## src/rtl/bus_arb_pkg.sv

```systemverilog
// Shared definitions for the bus response arbiter.
//   arb_state_e  : bus-cycle FSM states
//   owner_ext()  : owner code of the external I/O channel (N)
//   owner_none() : owner code meaning "no cycle in progress" (N+1)
package bus_arb_pkg;

  typedef enum logic [1:0] {
    IDLE,   // waiting for a strobe
    WAIT,   // burning the owner's static wait states
    CHECK,  // polling the owner's ready, timeout running
    HOLD    // ready given, waiting for the strobes to release
  } arb_state_e;

  function automatic int owner_ext(input int num_sources);
    return num_sources;
  endfunction

  function automatic int owner_none(input int num_sources);
    return num_sources + 1;
  endfunction

endpackage

```

## src/rtl/bus_priority_encoder.sv

```systemverilog
// Lowest-index-first priority encoder.
//   req_i   : request vector, bit 0 has highest priority
//   idx_o   : index of the lowest set bit (0 when nothing is set)
//   valid_o : at least one request bit is set
module bus_priority_encoder #(
  parameter int WIDTH     = 4,
  parameter int IDX_WIDTH = 3
) (
  input  logic [WIDTH-1:0]     req_i,
  output logic [IDX_WIDTH-1:0] idx_o,
  output logic                 valid_o
);

  always_comb begin
    idx_o   = '0;
    valid_o = |req_i;
    // Scan downwards so the lowest set index is the last one written.
    for (int i = WIDTH - 1; i >= 0; i--) begin
      if (req_i[i]) idx_o = IDX_WIDTH'(i);
    end
  end

endmodule

```

## src/rtl/bus_response_arbiter.sv

```systemverilog
// Bus response arbiter: picks the responder of each CPU/DMA bus cycle,
// inserts its wait states, merges its ready into processor_ready and
// forces completion of cycles that never get a ready.
//   clock, reset_n          : bus clock, asynchronous active-low reset
//   bus_read_n, bus_write_n : cycle strobes, active low
//   source_select           : per-source address-decode claim
//   source_data             : packed read data, source i at [i*DATA_WIDTH +: DATA_WIDTH]
//   source_ready            : per-source ready
//   source_wait_states      : packed static wait count per source
//   ext_data, ext_ready     : external I/O channel data and ready
//   timeout_clear           : clears the sticky timeout flag
//   data_out                : combinational read data from the latched owner
//   data_bus_direction      : 1 when the external channel drives the bus
//   owner                   : 0..N-1 source, N external, N+1 none
//   processor_ready         : registered ready to the CPU
//   bus_timeout             : one-cycle pulse on a forced completion
//   timeout_flag            : sticky timeout indicator
module bus_response_arbiter
  import bus_arb_pkg::*;
#(
  parameter int NUM_SOURCES    = 4,
  parameter int DATA_WIDTH     = 8,
  parameter int WAIT_WIDTH     = 3,
  parameter int TIMEOUT_CYCLES = 255,
  localparam int OW            = $clog2(NUM_SOURCES + 2)
) (
  input  logic                             clock,
  input  logic                             reset_n,
  input  logic                             bus_read_n,
  input  logic                             bus_write_n,
  input  logic [NUM_SOURCES-1:0]           source_select,
  input  logic [NUM_SOURCES*DATA_WIDTH-1:0] source_data,
  input  logic [NUM_SOURCES-1:0]           source_ready,
  input  logic [NUM_SOURCES*WAIT_WIDTH-1:0] source_wait_states,
  input  logic [DATA_WIDTH-1:0]            ext_data,
  input  logic                             ext_ready,
  input  logic                             timeout_clear,
  output logic [DATA_WIDTH-1:0]            data_out,
  output logic                             data_bus_direction,
  output logic [OW-1:0]                    owner,
  output logic                             processor_ready,
  output logic                             bus_timeout,
  output logic                             timeout_flag
);

  localparam int            TW         = $clog2(TIMEOUT_CYCLES + 1);
  localparam logic [OW-1:0] OWNER_EXT  = OW'(owner_ext(NUM_SOURCES));
  localparam logic [OW-1:0] OWNER_NONE = OW'(owner_none(NUM_SOURCES));

  arb_state_e            state_q, state_d;
  logic [OW-1:0]         owner_q, owner_d;
  logic [WAIT_WIDTH-1:0] wcnt_q, wcnt_d;
  logic [TW-1:0]         tcnt_q, tcnt_d;
  logic                  ready_q, ready_d;
  logic                  tpulse_q, tpulse_d;
  logic                  flag_q, flag_d;

  logic                  strobe_active, strobes_idle;
  logic [OW-1:0]         enc_idx, cand_owner;
  logic                  enc_valid;
  logic [WAIT_WIDTH-1:0] cand_ws;
  logic                  sel_ready;
  logic                  timeout_event;

  assign strobe_active = !bus_read_n || !bus_write_n;
  assign strobes_idle  = bus_read_n && bus_write_n;

  bus_priority_encoder #(
    .WIDTH     (NUM_SOURCES),
    .IDX_WIDTH (OW)
  ) u_prio (
    .req_i   (source_select),
    .idx_o   (enc_idx),
    .valid_o (enc_valid)
  );

  // No claimant means the external channel owns the cycle, with no wait states.
  assign cand_owner = enc_valid ? enc_idx : OWNER_EXT;

  always_comb begin
    cand_ws = '0;
    for (int i = 0; i < NUM_SOURCES; i++) begin
      if (enc_valid && enc_idx == OW'(i))
        cand_ws = source_wait_states[i*WAIT_WIDTH +: WAIT_WIDTH];
    end
  end

  // Ready of the latched owner; "none" never reports ready.
  always_comb begin
    sel_ready = 1'b0;
    if (owner_q == OWNER_EXT) sel_ready = ext_ready;
    for (int i = 0; i < NUM_SOURCES; i++) begin
      if (owner_q == OW'(i)) sel_ready = source_ready[i];
    end
  end

  // Unregistered data path; both strobes low counts as a write.
  always_comb begin
    data_out           = '0;
    data_bus_direction = 1'b0;
    if (!bus_read_n && bus_write_n) begin
      if (owner_q == OWNER_EXT) begin
        data_out           = ext_data;
        data_bus_direction = 1'b1;
      end
      for (int i = 0; i < NUM_SOURCES; i++) begin
        if (owner_q == OW'(i)) data_out = source_data[i*DATA_WIDTH +: DATA_WIDTH];
      end
    end
  end

  // NOTE: every signal driven here gets a default first so no path leaves
  // one unassigned, which would otherwise infer a latch.
  always_comb begin
    state_d       = state_q;
    owner_d       = owner_q;
    wcnt_d        = wcnt_q;
    tcnt_d        = tcnt_q;
    ready_d       = ready_q;
    tpulse_d      = 1'b0;
    timeout_event = 1'b0;

    unique case (state_q)
      IDLE: begin
        if (strobe_active) begin
          owner_d = cand_owner;
          wcnt_d  = cand_ws;
          tcnt_d  = '0;
          ready_d = 1'b0;
          state_d = (cand_ws != '0) ? WAIT : CHECK;
        end
      end
      WAIT: begin
        if (strobes_idle) begin
          state_d = IDLE;
          ready_d = 1'b1;
          owner_d = OWNER_NONE;
          tcnt_d  = '0;
        end else begin
          wcnt_d = wcnt_q - WAIT_WIDTH'(1);
          if (wcnt_q <= WAIT_WIDTH'(1)) state_d = CHECK;
        end
      end
      CHECK: begin
        if (strobes_idle) begin
          state_d = IDLE;
          ready_d = 1'b1;
          owner_d = OWNER_NONE;
          tcnt_d  = '0;
        end else if (sel_ready) begin
          ready_d = 1'b1;
          state_d = HOLD;
        end else begin
          tcnt_d = tcnt_q + TW'(1);
          // Counter still holds the previous count, so T-1 marks the T-th cycle.
          if (tcnt_q == TW'(TIMEOUT_CYCLES - 1)) begin
            ready_d       = 1'b1;
            tpulse_d      = 1'b1;
            timeout_event = 1'b1;
            state_d       = HOLD;
          end
        end
      end
      HOLD: begin
        ready_d = 1'b1;
        if (strobes_idle) begin
          state_d = IDLE;
          owner_d = OWNER_NONE;
          tcnt_d  = '0;
        end
      end
      default: state_d = IDLE;
    endcase
  end

  // A timeout in the same cycle as a clear leaves the flag set.
  assign flag_d = (flag_q && !timeout_clear) || timeout_event;

  // NOTE: state registers use non-blocking assignments so every flop samples
  // the pre-edge values regardless of statement order.
  always_ff @(posedge clock or negedge reset_n) begin
    if (!reset_n) begin
      state_q  <= IDLE;
      owner_q  <= OWNER_NONE;
      wcnt_q   <= '0;
      tcnt_q   <= '0;
      ready_q  <= 1'b1;
      tpulse_q <= 1'b0;
      flag_q   <= 1'b0;
    end else begin
      state_q  <= state_d;
      owner_q  <= owner_d;
      wcnt_q   <= wcnt_d;
      tcnt_q   <= tcnt_d;
      ready_q  <= ready_d;
      tpulse_q <= tpulse_d;
      flag_q   <= flag_d;
    end
  end

  assign owner           = owner_q;
  assign processor_ready = ready_q;
  assign bus_timeout     = tpulse_q;
  assign timeout_flag    = flag_q;

endmodule

```

## config.mk

```make
export PLATFORM = sky130hd
export DESIGN_NAME = bus_response_arbiter
export DESIGN_NICKNAME = d
export VERILOG_FILES = /design/src/rtl/bus_arb_pkg.sv /design/src/rtl/bus_priority_encoder.sv /design/src/rtl/bus_response_arbiter.sv
export SDC_FILE = /design/constraint.sdc
export NUM_CORES = 1
export LEC_CHECK = 0
export BUFFER_PORTS_ARGS = -buffer_cell sky130_fd_sc_hd__buf_2
export CORE_UTILIZATION = 35
export DETAILED_ROUTE_END_ITERATION = 8
export PLACE_DENSITY = 0.7
export SLEW_MARGIN = 20
export SYNTH_ARGS = -nofsm -noshare
export SYNTH_HDL_FRONTEND = slang
export SYNTH_SLANG_ARGS = --single-unit
```

## constraint.sdc

```tcl
create_clock -name clock -period 5.5 [get_ports clock]
set_input_delay 1.1 -clock clock [delete_from_list [all_inputs] [get_ports clock]]
set_output_delay 1.1 -clock clock [all_outputs]
set_load 0.02 [all_outputs]
```

==> impl_metrics.env <==
export IMPL_wire_per_inst_um=12.9
export IMPL_sw_frac_of_total=0.455
export IMPL_async_reset_ff_frac=1.00
export IMPL_yosys_area_share_adder=0.0287
export IMPL_worst_ir_drop_vdd_mv=0.141
export IMPL_grt_pass1_wl_um=7130
export IMPL_clock_fmax_ghz=0.307
export IMPL_fin_util=0.473
export IMPL_routabilityCongestion=0.807
export IMPL_synth_top_family_by_area="simple AND/OR/NAND/NOR gates"
export IMPL_netlist_area_leader_share=0.242
export IMPL_die_w_um=70.8
export IMPL_drv_cap=0
export IMPL_leakagePower_uw=0.000992
export IMPL_p_per_area_nw_per_um2=365
export IMPL_ant_nets=0
export IMPL_grt_pass1_vias=1557
export IMPL_finalNonFillerCells=335
export IMPL_root_buffer="clkbuf_8"
export IMPL_setup_viol=0
export IMPL_clockBufferDepth=2
export IMPL_path_common_cell="nor2b_1"
export IMPL_syn_inst=211
export IMPL_ioPinCount=81
export IMPL_synthesis_area_um2=1660
export IMPL_path_cells="nor2b_1 > a21oi_1 > o21ai_0 > nor2b_1 > buf_2"
export IMPL_fillerInstances=448
export IMPL_combPwrFrac=0.522
export IMPL_cts_tree="built"
export IMPL_cp_slowest_stage_delay_ps=670
export IMPL_final_nets=353
export IMPL_syn_nets=280
export IMPL_grt_util_all_layers=0.173
export IMPL_yosysUniqueCellTypes=44
export IMPL_pwr_share_seq=0.352
export IMPL_syn_to_final_growth_pct=26.9
export IMPL_vias=1755
export IMPL_grt_overflow_total=0
export IMPL_rsz0062_at_grt="false"
export IMPL_slew_viol_final=0
export IMPL_start_util=0.373
export IMPL_slew_headroom=0.567
export IMPL_clk_latency_ps=260
export IMPL_muxShareOfSynthArea=0.0755
export IMPL_drt_wl_total_um=4310
export IMPL_final_area_um2=2100
export IMPL_post_dp_cell_area_um2=2060
export IMPL_dr_pass1_iters=6
export IMPL_synth_edff_count=0
export IMPL_coreArea_um2=4440
export IMPL_synthTopCellsByCount="nor2_1 (21), nand2_1 (20), o21ai_0 (18)"
export IMPL_cts_resized=0
export IMPL_ys_top_cells_by_area="dfrtp_1 (24%), mux2i_1 (6.6%), o21ai_0 (5.4%)"
export IMPL_status="completed"
export IMPL_report_final_hold_viol_count=0
export IMPL_clkPwrFrac=0.126
export IMPL_p_int_uw=418
export IMPL_cts_post_setup_buffers_inserted=0
export IMPL_worst_setup_path_start_kind="flip-flop"
export IMPL_tns_ps=0
export IMPL_port_buffers=80
export IMPL_dp_hpwl_um=3410
export IMPL_synth_compound_area_frac=0.265
export IMPL_skew_ps=4.51
export IMPL_endpoint_kind="output port"
export IMPL_path_class="reg -> out"
export IMPL_cp_slowest_cell="dfstp_2"
export IMPL_switchingPower_uw=349
export IMPL_num_rows=24
export IMPL_critPathMaxFanout=14
export IMPL_yosysTopAreaCell="dfrtp_1"
export IMPL_synthFlopType="dfrtp_1"
export IMPL_period_share=0.593
export IMPL_drt_initial_drc_count=149
export IMPL_ys_ff_latch=19
export IMPL_synthSimpleGateAreaFrac=0.282
export IMPL_antennaDiodeCount=0
export IMPL_rrSetupSlack_ps=3060
export IMPL_tightest_slew_ps=647
export IMPL_synth_avg_cell_area_um2=7.86
export IMPL_min_path_type="reg -> reg"
export IMPL_required_ps=4400
export IMPL_arrival_ps=2160
export IMPL_antenna_found_initial=0
export IMPL_fp_dieH_um=70.8
export IMPL_grt_max_degree=20
export IMPL_drc=0
export IMPL_clk_pin_slew_worst_paths_ps=70
export IMPL_cts_made_buffers=3
export IMPL_ys_seq_area_frac=0.289
export IMPL_cts_max_level=1
export IMPL_drive_gt1_frac=0.322
export IMPL_synthXorXnorAreaFrac=0
export IMPL_yosys_warnings=0
export IMPL_vias_per_cell=5.24
export IMPL_placedCellCount=331
export IMPL_cts_sinks=19
export IMPL_ctsHoldBuffers=0
export IMPL_yosysMostFrequentCell="nor2_1"
export IMPL_die_area_um2=5020
export IMPL_layout_min_cycle_time_ps=3260
[placed cells by master, fill, tap and decap left out, types with 2 or more instances in the layout]
cell type,instances
mux2i_1,11
dfrtp_1,16
ha_1,3
a2bb2oi_1,2
or4_1,5
nor2b_1,14
and3_1,2
a21oi_1,14
and2_1,4
inv_1,9
a22oi_1,11
o21ai_0,18
dfstp_2,3
nor3_1,2
buf_2,80
nand2_1,20
clkbuf_8,3
nand2b_1,4
nand3_1,11
o21bai_1,2
nor2_1,21
o211ai_1,6
a31oi_1,2
[metal layers]
layer | vias up | part of all wire | GRT usage
met3 | 2 | 0.045 | 0.0342
met1 | 788 | 0.48 | 0.241
li1 | 908 | - | -
met2 | 57 | 0.47 | 0.284
met5 | - | 0 | 0
met4 | 0 | 0.0049 | 0.0267
[cell families (layout without fill, tap and decap cells)]
group / Yosys count / count (layout)
AOI/OAI and AO/OA: 65 / 65
buffers and inverters: 21 / 93
DFF: 19 / 19
muxes: 12 / 12
and+or+nand+nor: 90 / 90
adders and majority gates: 4 / 4
[flip-flops by register name, summed over array words and instances, names as in the netlist]
register,count
tcnt_q,8
owner,3
wcnt_q,3
state_q,2
bus_timeout,1
processor_ready,1
timeout_flag,1
[metrics by stage]
stage                     total power, µW  hold slack, ps  setup WS [ps]
after floorplan                       584             504           2510
after global placement                667             521           2470
after detailed placement              673             525           2460
after CTS                             774             536           2250
after global routing                  842             557           2000
final                                 767             532           2240
[power by group through the flow]
stage | combinational [µW] | clock, µW | sequential, µW
finish | 400 | 97.0 | 270
CTS | 401 | 102 | 271
detailed placement | 400 | 0 | 274
global placement | 394 | 0 | 273
floorplan | 356 | 0 | 228
global route | 451 | 109 | 282
[cell type report]
class / instances / area, µm² / share of cell area
clock buffer: 4 / 45.0 / 0.0214
inverter: 9 / 33.8 / 0.0161
multi-input combinational: 171 / 1080 / 0.513
sequential: 19 / 479 / 0.228
tap: 52 / 65.1 / 0.0309
timing repair buffer: 80 / 400 / 0.190
[final timing paths]
| kind | from | endpoint | cells after the start |
|---|---|---|---|
| max in group asynchronous | reset_n | owner[0]$_DFFE_PN1P_ | 1 |
| setup reg to reg | owner[2]$_DFFE_PN1P_ | tcnt_q[0]$_DFFE_PN0P_ | 5 |
| hold / removal | timeout_flag$_DFF_PN0_ | timeout_flag$_DFF_PN0_ | 2 |
| setup / recovery | owner[2]$_DFFE_PN1P_ | data_out[2] | 5 |
| min in group asynchronous | reset_n | tcnt_q[0]$_DFFE_PN0P_ | 1 |
| hold reg to reg | timeout_flag$_DFF_PN0_ | timeout_flag$_DFF_PN0_ | 2 |
[worst max-delay path, delay by kind of cell, from the launching register on]
family / cells / cell delay, ps
flip-flops: 1 / 670
buffers and inverters: 1 / 170
AND/OR/NAND/NOR: 2 / 710
AO/OA/AOI/OAI: 2 / 350
Power figures use the tool's default switching activity.
